## config.mk

```make
export PLATFORM = sky130hd
export DESIGN_NAME = hamming_secded_pipe
export DESIGN_NICKNAME = d
export VERILOG_FILES = /design/src/rtl/hamming_secded_pipe.sv
export SDC_FILE = /design/constraint.sdc
export NUM_CORES = 1
export LEC_CHECK = 0
export CAP_MARGIN = 0
export CORE_UTILIZATION = 35
export CTS_BUF_LIST = sky130_fd_sc_hd__clkbuf_4
export CTS_CLUSTER_DIAMETER = 120
export DETAILED_ROUTE_END_ITERATION = 6
export PLACE_DENSITY = 0.61
export SYNTH_ARGS = -nofsm -noshare
export SYNTH_HDL_FRONTEND = slang
export SYNTH_SLANG_ARGS = --single-unit
```

## constraint.sdc

```tcl
create_clock -name clk -period 1.9 [get_ports clk]
set_input_delay 0.38 -clock clk [delete_from_list [all_inputs] [get_ports clk]]
set_output_delay 0.38 -clock clk [all_outputs]
set_load 0.03 [all_outputs]
```

## src/rtl/hamming_secded_pipe.sv

```systemverilog
`default_nettype none
// ============================================================================
//  Module      : hamming_secded_pipe
//  Description : Two-stage pipelined SECDED Hamming decoder for 2^R-bit
//                codewords (Hamming positions 1..2^R-1 plus an overall
//                even-parity bit in the MSB). It has a valid/ready stream
//                interface with backpressure, per-word correction flags and
//                saturating error counters.
//  Revision    : 1.0 - initial release
// ============================================================================
module hamming_secded_pipe #(
   parameter  int R      = 4,
   parameter  int CNT_W  = 16,
   localparam int CODE_W = 1 << R,
   localparam int DATA_W = (1 << R) - R - 1
) (
   input  logic              clk,
   input  logic              rst_n,
   input  logic              in_valid,
   output logic              in_ready,
   input  logic [CODE_W-1:0] in_code,
   output logic              out_valid,
   input  logic              out_ready,
   output logic [DATA_W-1:0] out_data,
   output logic              out_corr,
   output logic              out_uncorr,
   output logic [R-1:0]      out_pos,
   input  logic              cnt_clr,
   output logic [CNT_W-1:0]  cnt_corr,
   output logic [CNT_W-1:0]  cnt_uncorr
);

   // Stage 1 state: the received word plus its syndrome and overall parity
   logic              r_s1_valid;
   logic [CODE_W-1:0] r_s1_code;
   logic [R-1:0]      r_s1_syn;
   logic              r_s1_par;

   // Stage 2 state: the decoded result presented to the consumer
   logic              r_out_valid;
   logic [DATA_W-1:0] r_out_data;
   logic              r_out_corr;
   logic              r_out_uncorr;
   logic [R-1:0]      r_out_pos;

   logic [CNT_W-1:0]  r_cnt_corr;
   logic [CNT_W-1:0]  r_cnt_uncorr;

   logic              w_en;
   logic              w_xfer;
   logic [R-1:0]      w_syn;
   logic              w_par;
   logic [CODE_W-1:0] w_fixed;
   logic [DATA_W-1:0] w_data;
   logic              w_uncorr;

   // The whole pipe advances only when the output slot is free or draining
   assign w_en     = ~r_out_valid | out_ready;
   assign in_ready = w_en;
   assign w_xfer   = r_out_valid & out_ready;

   // Syndrome bit k collects every Hamming position whose index has bit k set
   always_comb begin
      w_syn = '0;
      for (int p = 1; p < CODE_W; p++) begin
         for (int k = 0; k < R; k++) begin
            if (((p >> k) & 1) != 0) begin
               w_syn[k] = w_syn[k] ^ in_code[CODE_W-1-p];
            end
         end
      end
   end

   assign w_par = ^in_code;

   // Flip the position named by the syndrome only when overall parity says a
   // single (odd) error occurred; a zero syndrome then means the parity bit
   // itself was hit and the data needs no repair
   always_comb begin
      w_fixed = r_s1_code;
      for (int p = 1; p < CODE_W; p++) begin
         if (r_s1_par && (int'(r_s1_syn) == p)) begin
            w_fixed[CODE_W-1-p] = ~r_s1_code[CODE_W-1-p];
         end
      end
   end

   // Gather the non-power-of-two positions, lowest position into the MSB
   always_comb begin
      int d;
      d      = DATA_W - 1;
      w_data = '0;
      for (int p = 1; p < CODE_W; p++) begin
         if ((p & (p - 1)) != 0) begin
            w_data[d] = w_fixed[CODE_W-1-p];
            d         = d - 1;
         end
      end
   end

   // Even overall parity with a non-zero syndrome indicates a double error
   assign w_uncorr = ~r_s1_par & (|r_s1_syn);

   // Stage 1 register: capture the accepted word and its checks
   always_ff @(posedge clk or negedge rst_n) begin
      if (!rst_n) begin
         r_s1_valid <= 1'b0;
         r_s1_code  <= '0;
         r_s1_syn   <= '0;
         r_s1_par   <= 1'b0;
      end else if (w_en) begin
         r_s1_valid <= in_valid;
         if (in_valid) begin
            r_s1_code <= in_code;
            r_s1_syn  <= w_syn;
            r_s1_par  <= w_par;
         end
      end
   end

   // Stage 2 register: corrected data and flags, held steady while stalled
   always_ff @(posedge clk or negedge rst_n) begin
      if (!rst_n) begin
         r_out_valid  <= 1'b0;
         r_out_data   <= '0;
         r_out_corr   <= 1'b0;
         r_out_uncorr <= 1'b0;
         r_out_pos    <= '0;
      end else if (w_en) begin
         r_out_valid <= r_s1_valid;
         if (r_s1_valid) begin
            r_out_data   <= w_data;
            r_out_corr   <= r_s1_par;
            r_out_uncorr <= w_uncorr;
            r_out_pos    <= r_s1_syn;
         end
      end
   end

   // Saturating error counters, bumped on output transfers; clear has priority
   always_ff @(posedge clk or negedge rst_n) begin
      if (!rst_n) begin
         r_cnt_corr   <= '0;
         r_cnt_uncorr <= '0;
      end else if (cnt_clr) begin
         r_cnt_corr   <= '0;
         r_cnt_uncorr <= '0;
      end else if (w_xfer) begin
         if (r_out_corr && (r_cnt_corr != '1)) begin
            r_cnt_corr <= r_cnt_corr + 1'b1;
         end
         if (r_out_uncorr && (r_cnt_uncorr != '1)) begin
            r_cnt_uncorr <= r_cnt_uncorr + 1'b1;
         end
      end
   end

   assign out_valid  = r_out_valid;
   assign out_data   = r_out_data;
   assign out_corr   = r_out_corr;
   assign out_uncorr = r_out_uncorr;
   assign out_pos    = r_out_pos;
   assign cnt_corr   = r_cnt_corr;
   assign cnt_uncorr = r_cnt_uncorr;

endmodule
`default_nettype wire
```

# Word-level counts from Yosys, hierarchy flattened
# Index checks and enable logic that the tools add are counted.
# totals
word_cells,109
register_bits,69
in_bits,21
output_inout_bits,51
# op_classes
addsub,2
n_eq_ne,13
n_reduce_logical,22
muxes,17
n_bitwise,44
# op_table
op,n
$mux W16,6
$add A16 B1 Y16 const B,2
$ne A16 B16 Y1 const B,2
$xor A1 B1 Y1,28
$eq A4 B4 Y1 const B,6
$reduce_xor A16 Y1,1
$logic_and A1 B1 Y1,13
$not A1 Y1,13
$eq A4 B3 Y1 const B,3
$mux W1,11
$reduce_and A2 Y1,4
$reduce_bool A2 Y1,3
$eq A4 B1 Y1 const B,1
$eq A4 B2 Y1 const B,1
$reduce_or A4 Y1,1
$and A1 B1 Y1,2
$or A1 B1 Y1,1

# Logic depth before layout (Yosys ltp)
# Gate-level depths: netlist of run 1.
# depth
word_depth,7
ltp_mapped,6
mapped_depth_nobuf,6

# Worst setup path after synthesis of run 1
# No wires, ideal clock.
# synth_path
kind,register -> register
from,"reg r_cnt_uncorr[0], in the netlist cnt_uncorr[0]"
to,"reg r_cnt_uncorr[5], in the netlist cnt_uncorr[5]"
setup_ns,0.132
slack_ns,-0.111
synth_period_minus_slack_ns,2.011
stages_incl_launch_ff,7
path_buffers,0
t_arrival_ns,1.879
cell_sequence,dfrtp_1 ha_1 nand2_1 or4_4 o2111ai_1 xor2_1 nor2_1
# synth_via
elab_chain_len,4
word_cells_on_any_way,8
cone_classes,add/sub (1); eq/ne (1); mux (3); reduce/logical (3)
# synth_rtl
element,line,rtl
from (decl),47,logic [CNT_W-1:0] r_cnt_uncorr;
from (signal assigned),153,r_cnt_uncorr <= r_cnt_uncorr + 1'b1;
$add A16 B1 Y16 or $ne A16 B16 Y1 (tied branches),"153, 152",
$mux W16 or $logic_and A1 B1 Y1 (tied branches),152,if (r_out_uncorr && (r_cnt_uncorr != '1)) begin
$mux W16 or $reduce_bool A2 Y1 (tied branches),--,
$mux W16 or $reduce_and A2 Y1 (tied branches),--,
# Several ways; a longest one is shown, not always the timed one. The select of a mux whose other input is x is not followed.
# A chain may end at the register's enable or synchronous reset.

# Worst setup path after layout of run 1
# layout_path
from,"reg r_out_pos[3], in the netlist out_pos[3]"
to,out out_pos[3]
# layout_rtl
element,line,rtl
from (decl),44,logic [R-1:0] r_out_pos;
from (signal assigned),135,r_out_pos <= r_s1_syn;
to (decl),27,"output logic [R-1:0] out_pos,"
# No word-level cell between the ends.

==> flow_summary.json, run 1 <==
{
  "status": "complete, no violations",
  "grt_max_degree": 68,
  "syn-num-nets": 355,
  "worst_pin_slew_ns": 0.4025,
  "crit_path_end_kind": "output pin",
  "antenna_found_initial": 0,
  "syn2layout_area_growth_pct": 36.67,
  "finalCritPeriodShare_pct": 97.19,
  "synthSimpleGateAreaFrac_pct": 19.60,
  "numCtsBuffers": 9,
  "crit_chain": "clkdlybuf4s50_1",
  "max_freq_ghz": 0.5415,
  "total_leakage_power_nw": 2.043,
  "n_antenna_cell": 0,
  "cts_tree": "done",
  "synth_top_family_by_area": "simple AND/OR/NAND/NOR gates",
  "critical-path-max-stage-delay_ns": 0.67,
  "ys_ff_latch": 67,
  "overflow": 0,
  "p_sw_mw": 1.486,
  "drt-pass1-iter-count": 4,
  "clkTransAtPathRegs_ns": 0.11,
  "period_needed_ns": 1.847,
  "synth.top_cell.area_share_pct": 49.28,
  "grt_pass1_wl_um": 12700,
  "worstSetupPathType": "reg -> out",
  "final_antenna_net_count": 0,
  "hp-class": "in -> async",
  "p_comb_share_pct": 30.7,
  "synth_top_cells_by_area": "dfrtp_1 (49%), xnor2_1 (12%), mux2_2 (5.6%)",
  "synth_compound_area_share_pct": 5.774,
  "core_um2": 9328,
  "drc": 0,
  "fp-row-count": 35,
  "drive_above_1_share_pct": 17.19,
  "ir_worst_vdd_uv": 425.3,
  "yosysWarnings": 0,
  "synth.mux.area_fraction_pct": 5.921,
  "place_ws_ns": -0.1638,
  "slowest_stage": "clkdlybuf4s50_1",
  "die_h_um": 100.6,
  "grt_pass1_vias": 2701,
  "slew_headroom_pct": 72.89,
  "wl_per_cell_um": 13.16,
  "cts.sinks": 67,
  "crit_required_ns": 1.52,
  "seqCellArea_um2": 1683,
  "cp_max_fo": 2,
  "layout_common_cells": "dfrtp_1 (62), xnor2_1 (48), nor2_1 (45)",
  "cp_data_arrival_time_ns": 1.47,
  "fin_skew_ns": 0.01271,
  "cts_buffer_depth": 2,
  "synthXorXnorAreaFrac_pct": 17.25,
  "cp_top_family": "buffers and inverters",
  "p_int_mw": 2.999,
  "grt_setup_unrepaired": "false",
  "h-tree-depth": 3,
  "synthCells": 332,
  "dieArea_um2": 10120,
  "p_clk_share_pct": 27.0,
  "synthAdderAreaFrac_pct": 0.7356,
  "dp_hpwl_um": 5564,
  "p_seq_share_pct": 42.3,
  "multi_input_area_um2": 1677,
  "via_count": 2719,
  "io_pins": 72,
  "wl_um": 7512,
  "swShare_pct": 33.12,
  "gp_congestion": 0.8344,
  "fin_ws_ns": 0.05336,
  "portBuffers": 71,
  "powerDensity_nw_per_um2": 964.6,
  "hold_viol": 0,
  "syn-cell-area_um2": 3402,
  "die_w_um": 100.6,
  "ys_types": 33,
  "maxSlewViolCount": 0,
  "layout_commonest_cell": "dfrtp_1",
  "whs_ns": 0.4701,
  "grt_usage_pct": 16.12,
  "drv_cap": 0,
  "path_buf_inv": 1,
  "avgSynthCellArea_um2": 10.25,
  "synth_top_area_cell": "dfrtp_1",
  "nNetsFinal": 460,
  "n_fill_cell": 915,
  "ys_seq_area_share_pct": 49.28,
  "drtIter0Drc": 61,
  "initial_utilization_pct": 36.47,
  "post_cts.repair.setup_buffers": 0,
  "via_per_inst": 4.762,
  "start_kind": "register",
  "setup_viol": 0,
  "worstSkewPairLatency_ns": 0.42,
  "cts_root_buf": "clkbuf_4"
}
layout make-up:
cell class	instances	area share (%)
clock inverters	5	2.180
inverters	4	0.3229
repair buffers	103	19.99
clock buffers	11	1.776
multi-input cells	252	36.06
flip-flops and latches	67	36.19
well taps	129	3.471
power groups by stage:
| stage | clock (mW) | combinational (mW) | sequential, mW |
|---|---|---|---|
| 2_1_floorplan | 0 | 0.515 | 2.20 |
| 3_3_place_gp | 0 | 1.42 | 1.93 |
| 3_5_place_dp | 0 | 1.44 | 1.94 |
| 4_1_cts | 1.24 | 1.40 | 1.91 |
| 5_1_grt | 1.30 | 1.48 | 1.95 |
| 6_report | 1.21 | 1.38 | 1.90 |
cells by family (layout without fill, tap and decap cells):
logic type                 Yosys count  count (layout)
muxes                               18              18
xor gates and xnor gates            67              67
and+or+nand+nor                    132             132
DFF                                 67              67
AOI/OAI and AO/OA                   33              33
buffers and inverters               13             123
adders and majority gates            2               2
per-layer routing:
layer / share of wire, % / track usage, % / vias to the layer above
met2: 51 / 28.98 / 71
met1: 43 / 18.89 / 1284
met4: 1.7 / 6.689 / 0
met3: 4.3 / 2.913 / 10
met5: 0 / 0 / -
li1: - / - / 1354
synthesized netlist by cell type, drive strengths merged:
| cell | count |
|---|---|
| mux2 | 17 |
| xor2 | 19 |
| nor4 | 8 |
| dfrtp | 67 |
| nor4b | 1 |
| o21ai | 22 |
| xnor2 | 48 |
| o211ai | 2 |
| o2111ai | 6 |
| a31oi | 1 |
| nor3 | 11 |
| o31ai | 1 |
| nand4 | 7 |
| and4 | 4 |
| nor2 | 45 |
| or2 | 1 |
| nor3b | 1 |
| nand3 | 12 |
| nand2 | 32 |
| ha | 2 |
| inv | 4 |
| mux2i | 1 |
| nand2b | 4 |
| a21oi | 1 |
| and3 | 2 |
| clkbuf | 9 |
| or4 | 1 |
| nand3b | 2 |
| and2 | 1 |
final timing paths:
path	from	end	slack, ns	depth (start not counted)
hold reg to reg	r_s1_valid$_DFFE_PN0N_	out_valid$_DFFE_PN0N_	0.49	2
max in group asynchronous	rst_n	cnt_uncorr[1]$_DFFE_PN0P_	1.08	3
hold / removal	rst_n	cnt_uncorr[11]$_DFFE_PN0P_	0.47	3
min in group clk	r_s1_valid$_DFFE_PN0N_	out_valid$_DFFE_PN0N_	0.49	2
setup reg to reg	cnt_uncorr[0]$_DFFE_PN0P_	cnt_uncorr[5]$_DFFE_PN0P_	0.17	6
setup / recovery	out_pos[3]$_DFFE_PN0P_	out_pos[3]	0.05	1
tightest hold or removal path, delay by kind of cell:
| kind | cells | cell delay (ns) |
|---|---|---|
| buffers and inverters | 3 | 0.92 |
flip-flops by register name, indices dropped and copies added (netlist names):
| register | flops |
|---|---|
| cnt_corr | 16 |
| cnt_uncorr | 16 |
| out_corr | 1 |
| out_data | 11 |
| out_pos | 4 |
| out_uncorr | 1 |
| out_valid | 1 |
| r_s1_code | 11 |
| r_s1_par | 1 |
| r_s1_syn | 4 |
| r_s1_valid | 1 |
timing repair:
action,CTS,global route
hold endpoints to repair,67,0
pin swaps,0,0
hold buffers,1,0
setup endpoints to repair,37,2
gates resized for setup,37,2
stage by stage:
step           TNS [ns]  util [%]  power [mW]  area, um2  cells
2_1_floorplan         0         -       2.716       3408    332
3_3_place_gp    -0.7552     48.21       3.349       4497    554
3_5_place_dp     -1.499     48.21       3.375       4497    554
4_1_cts               0     49.79       4.553       4644    571
5_1_grt               0     49.85       4.730       4649    571
6_report              0     49.85       4.485       4649    571
Note: power is estimated with default switching activity, not from simulation.
==> run 2: changes to the inputs <==
clock period = 2.09 ns   (was 1.9 ns; I/O delays follow)
==> run 2 against run 1 <==
  * Setup slack better by 0.019 ns
  * Clock skew down 0.0012 ns
  * Critical path depth unchanged
  * First-iteration DRC count up 51%
  * Power down 18%
  * Critical path type unchanged
  * Final area down 2.0%
==> flow_summary.json, run 2 (synthesized netlist as in run 1, its figures left out) <==
{
  "final_antenna_net_count": 0,
  "clkTransAtPathRegs_ns": 0.11,
  "cp_max_fo": 5,
  "fin_skew_ns": 0.01154,
  "postLayoutCellArea_um2": 4556,
  "worstSetupPathType": "reg -> out",
  "final_core_utilization_pct": 48.84,
  "drtIter0Drc": 92,
  "worst_pin_slew_ns": 0.3596,
  "cts_tree": "done",
  "antenna_found_initial": 0,
  "r2r-start": "cnt_uncorr[0]$_DFFE_PN0P_",
  "slowest_stage": "clkdlybuf4s50_1",
  "n_antenna_cell": 0,
  "rrSetupSlack_ns": 0.24,
  "worstSkewPairLatency_ns": 0.40,
  "crit_required_ns": 1.67,
  "hp-class": "in -> async",
  "wl_per_cell_um": 12.96,
  "via_per_inst": 4.781,
  "syn2layout_area_growth_pct": 33.91,
  "hold_viol": 0,
  "cp_top_family": "buffers and inverters",
  "ir_worst_vdd_uv": 307.0,
  "grt_pass1_wl_um": 12370,
  "stdcell_count": 565,
  "crit_path_end_kind": "output pin",
  "ctsResizeCount": 1,
  "drt-pass1-iter-count": 4,
  "layout_commonest_cell": "clkdlybuf4s50_1",
  "p_total_mw": 3.694,
  "drc": 0,
  "critical-path-max-stage-delay_ns": 0.72,
  "via_count": 2701,
  "powerDensity_nw_per_um2": 810.8,
  "start_kind": "register",
  "cts.sinks": 67,
  "die_w_um": 100.6,
  "wl_um": 7320,
  "gp_congestion": 0.7771,
  "finalCritPeriodShare_pct": 96.53,
  "cts_buffer_depth": 2,
  "h-tree-depth": 3,
  "worstRegToRegCells": 6,
  "n_fill_cell": 909,
  "grt_max_degree": 68,
  "cp.depth": 1,
  "postPlaceCellArea_um2": 4461,
  "cp_data_arrival_time_ns": 1.60,
  "placedCellCount": 550,
  "setup_viol": 0,
  "layout_common_cells": "clkdlybuf4s50_1 (68), dfrtp_1 (67), xnor2_1 (48)",
  "drive_above_1_share_pct": 14.68,
  "period_needed_ns": 2.017,
  "numCtsBuffers": 9,
  "path_buf_inv": 1,
  "io_pins": 72,
  "grt_pass1_vias": 2591,
  "nNetsFinal": 455,
  "core_um2": 9328,
  "max_freq_ghz": 0.4957,
  "maxSlewViolCount": 0,
  "die_h_um": 100.6,
  "portBuffers": 71,
  "fp-row-count": 35,
  "grt_usage_pct": 15.75,
  "cts_root_buf": "clkbuf_4",
  "dieArea_um2": 10120,
  "initial_utilization_pct": 36.47,
  "crit_chain": "clkdlybuf4s50_1",
  "overflow": 0,
  "status": "complete, no violations",
  "dp_hpwl_um": 5455,
  "cts-hold-fix-buffers": 0,
  "grt_setup_unrepaired": "false",
  "drv_cap": 0,
  "timing.rr.end": "cnt_uncorr[5]$_DFFE_PN0P_",
  "slew_headroom_pct": 75.84,
  "total_leakage_power_nw": 1.811,
  "post_cts.repair.setup_buffers": 0
}
==> run 2: cell count changes in the layout (fill, tap and decap cells not counted), sizes merged <==
| cell | change |
|---|---|
| clkinv | +4 |
| dlymetal6s2s | -2 |
| dlygate4sd2 | -36 |
| bufinv | -3 |
| clkbuf | -1 |
| clkinvlp | -1 |
| dlygate4sd3 | -1 |
| buf | -4 |
| clkdlybuf4s50 | +38 |
==> run 2: where the power goes <==
group / switching [mW] / total [mW] / internal, mW
combinational: 0.675 / 1.29 / 0.612
sequential: 0.205 / 1.73 / 1.52
clock: 0.444 / 0.681 / 0.237
==> run 2: how the worst max path moves through the flow <==
stage,start,to,slack (ns)
after floorplan,cnt_uncorr[0]$_DFFE_PN0P_,cnt_uncorr[5]$_DFFE_PN0P_,0.08
after global placement,out_ready,cnt_corr[13]$_DFFE_PN0P_,0.01
after detailed placement,out_ready,cnt_corr[13]$_DFFE_PN0P_,-0.03
after CTS,cnt_uncorr[4]$_DFFE_PN0P_,cnt_uncorr[4],0.03
after global routing,cnt_uncorr[12]$_DFFE_PN0P_,cnt_uncorr[12],0.0006
final,cnt_uncorr[4]$_DFFE_PN0P_,cnt_uncorr[4],0.07
==> run 2: stage by stage <==
step | TNS, ns | setup slack, ns | hold WS (ns)
2_1_floorplan | 0 | 0.07881 | 0.1224
3_3_place_gp | 0 | 0.01004 | 0.4539
3_5_place_dp | -0.02550 | -0.02550 | 0.4697
4_1_cts | 0 | 0.03253 | 0.008989
5_1_grt | 0 | 0.0006154 | 0.02364
6_report | 0 | 0.07258 | 0.002298
==> run 2: area by class of cell <==
cell class	count	area [um2]	area share (%)
clock buffer	10	75.07	1.648
clock inverter	5	21.27	0.4669
inverter	4	15.01	0.3296
multi-input combinational	252	1677	36.80
sequential	67	1677	36.80
tap	129	161.4	3.543
timing repair buffer	98	929.6	20.41
==> run 2: layer usage <==
metal	vias up	GRT usage (%)	routed length [um]
met1	1289	19.21	3276
met4	0	6.020	97
met3	9	3.329	276
met2	58	27.29	3669
met5	-	0	0
li1	1345	-	-
==> run 3: changes to the inputs <==
--- a/config.mk
+++ b/config.mk
@@ -12,4 +12,5 @@
 export DETAILED_ROUTE_END_ITERATION = 6
 export PLACE_DENSITY = 0.61
+export SLEW_MARGIN = 20
 export SYNTH_ARGS = -nofsm -noshare
 export SYNTH_HDL_FRONTEND = slang
==> constraint.sdc (replaced) <==
create_clock -name clk -period 2.09 [get_ports clk]
set_input_delay 0.418 -clock clk [delete_from_list [all_inputs] [get_ports clk]]
set_output_delay 0.418 -clock clk [all_outputs]
set_load 0.05 [all_outputs]
==> run 3 against run 2 <==
  * The flow now finishes with violations (hold timing)
  * Maximum frequency is essentially flat
  * Critical path depth is the same
  * Final cell count fell by 0.88%
  * Wire length decreased by 0.25%
  * Largest cell class unchanged
  * Non-clock buffer count fell by 6
  * Sequential power barely moved
  * Sequential share of layout area is 0.17 points lower
  * Count of clock-buffer cells in the layout shrank 1
  * Combinational power increased by 16%
  * First-iteration DRC count down 62%
==> flow_summary.json, run 3 (synthesized netlist as in run 1, its figures left out) <==
{
  "status": "finished with violations",
  "violations": "hold timing",
  "cts_root_buf": "clkbuf_4",
  "finalCritPeriodShare_pct": 96.55,
  "final_antenna_net_count": 0,
  "layout_commonest_cell": "dfrtp_1",
  "antenna_found_initial": 0,
  "cts-hold-fix-buffers": 0,
  "cp_data_arrival_time_ns": 1.60,
  "io_pins": 72,
  "max_freq_ghz": 0.4956,
  "ir_worst_vdd_uv": 432.4,
  "rrSetupSlack_ns": 0.24,
  "drtIter0Drc": 35,
  "layout_common_cells": "dfrtp_1 (65), xnor2_1 (48), nor2_1 (45)",
  "total_leakage_power_nw": 2.084,
  "crit_chain": "clkdlybuf4s50_1",
  "worstSetupPathType": "reg -> out",
  "timing.rr.end": "cnt_uncorr[5]$_DFFE_PN0P_",
  "worstSetupStartpoint": "out_data[10]$_DFFE_PN0P_",
  "gp_congestion": 0.7782,
  "drive_above_1_share_pct": 14.85,
  "path_buf_inv": 1,
  "start_kind": "register",
  "portBuffers": 71,
  "post_cts.repair.setup_buffers": 0,
  "slew_headroom_pct": 64.73,
  "initial_utilization_pct": 36.47,
  "p_total_mw": 4.187,
  "drv_cap": 0,
  "cts.sinks": 67,
  "worstRegToRegCells": 5,
  "hold_viol": 4,
  "whs_ns": -0.003826,
  "nNetsFinal": 449,
  "grt_setup_unrepaired": "false",
  "overflow": 0,
  "h-tree-depth": 3,
  "via_count": 2683,
  "numCtsBuffers": 9,
  "worstSkewPairLatency_ns": 0.41,
  "final_core_utilization_pct": 49.13,
  "drc": 0,
  "wl_um": 7302,
  "cts_buffer_depth": 2,
  "powerDensity_nw_per_um2": 913.6,
  "crit_path_end": "out_data[10]",
  "period_needed_ns": 2.018,
  "fin_skew_ns": 0.01269,
  "die_h_um": 100.6,
  "critical-path-max-stage-delay_ns": 0.81,
  "n_antenna_cell": 0,
  "worst_pin_slew_ns": 0.5281,
  "wl_per_cell_um": 13.04,
  "grt_usage_pct": 15.50,
  "cp_top_family": "buffers and inverters",
  "drt-pass1-iter-count": 4,
  "grt_pass1_vias": 2608,
  "slowest_stage": "clkdlybuf4s50_1",
  "core_um2": 9328,
  "clkTransAtPathRegs_ns": 0.11,
  "die_w_um": 100.6,
  "fp-row-count": 35,
  "r2r-start": "cnt_uncorr[4]$_DFFE_PN0P_",
  "dieArea_um2": 10120,
  "grt_pass1_wl_um": 12280,
  "setup_viol": 0,
  "syn2layout_area_growth_pct": 34.72,
  "crit_required_ns": 1.67,
  "cts_tree": "done",
  "cp.depth": 1,
  "dp_hpwl_um": 5416,
  "grt_max_degree": 68,
  "maxSlewViolCount": 0,
  "via_per_inst": 4.791,
  "cp_max_fo": 2,
  "hp-class": "in -> async",
  "crit_path_end_kind": "output pin"
}
## run 3: cell count changes in the layout (fill, tap and decap cells not counted), sizes merged
cell	change
buf	-6
dlymetal6s2s	+10
bufinv	+2
clkinvlp	+2
dlygate4sd2	+27
clkinv	-2
clkdlybuf4s50	-37
clkbuf	-1
## run 3: how the worst min path moves through the flow
stage,startpoint,end,slack [ns],cells past startpoint
finish,rst_n,cnt_uncorr[3]$_DFFE_PN0P_,-0.004,2
global route,rst_n,cnt_uncorr[8]$_DFFE_PN0P_,0.02,2
CTS,rst_n,out_data[1]$_DFFE_PN0P_,0.02,2
detailed placement,r_s1_valid$_DFFE_PN0N_,out_valid$_DFFE_PN0N_,0.46,2
global placement,r_s1_valid$_DFFE_PN0N_,out_valid$_DFFE_PN0N_,0.45,2
floorplan,rst_n,cnt_corr[0]$_DFFE_PN0P_,0.12,0
## run 3: report_power, final
part	internal [mW]	switching (mW)	leakage [nW]
registers	1.52	0.204	0.865
clock network	0.480	0.484	0.0796
logic	0.583	0.914	1.14
total	2.58	1.60	2.08
## run 3: final cells by class
cell class / instances / area (um2)
fill: 919 / 4745
sequential: 67 / 1679
multi-input combinational: 252 / 1679
timing repair buffer: 92 / 888.4
tap: 129 / 161.4
clock inverter: 7 / 92.59
clock buffer: 9 / 67.56
inverter: 4 / 15.01
## run 3: stage by stage
| stage | setup TNS [ns] | setup slack [ns] | hold slack [ns] | instances | cell area (um2) |
|---|---|---|---|---|---|
| after global routing | 0 | 0.001423 | 0.01920 | 560 | 4583 |
| after detailed placement | -0.004943 | -0.004943 | 0.4577 | 544 | 4433 |
| final | 0 | 0.07211 | -0.003826 | 560 | 4583 |
| after CTS | 0 | 0.005430 | 0.01709 | 560 | 4558 |
| after floorplan | 0 | 0.006062 | 0.1224 | 332 | 3407 |
| after global placement | 0 | 0.02373 | 0.4519 | 544 | 4433 |
## run 3: routing by layer
| layer | vias to the layer above | share of wire (%) | global-route usage, % |
|---|---|---|---|
| met5 | - | 0 | 0 |
| met4 | 0 | 0.90 | 5.797 |
| met3 | 8 | 4.1 | 3.398 |
| met2 | 60 | 49 | 26.40 |
| met1 | 1281 | 46 | 19.25 |
| li1 | 1334 | - | - |
## run 3: timing repair
| item | 4_1_cts | 5_1_grt |
|---|---|---|
| gates resized for setup | 28 | 10 |
| setup endpoints to repair | 28 | 10 |
| gates cloned | 0 | 0 |
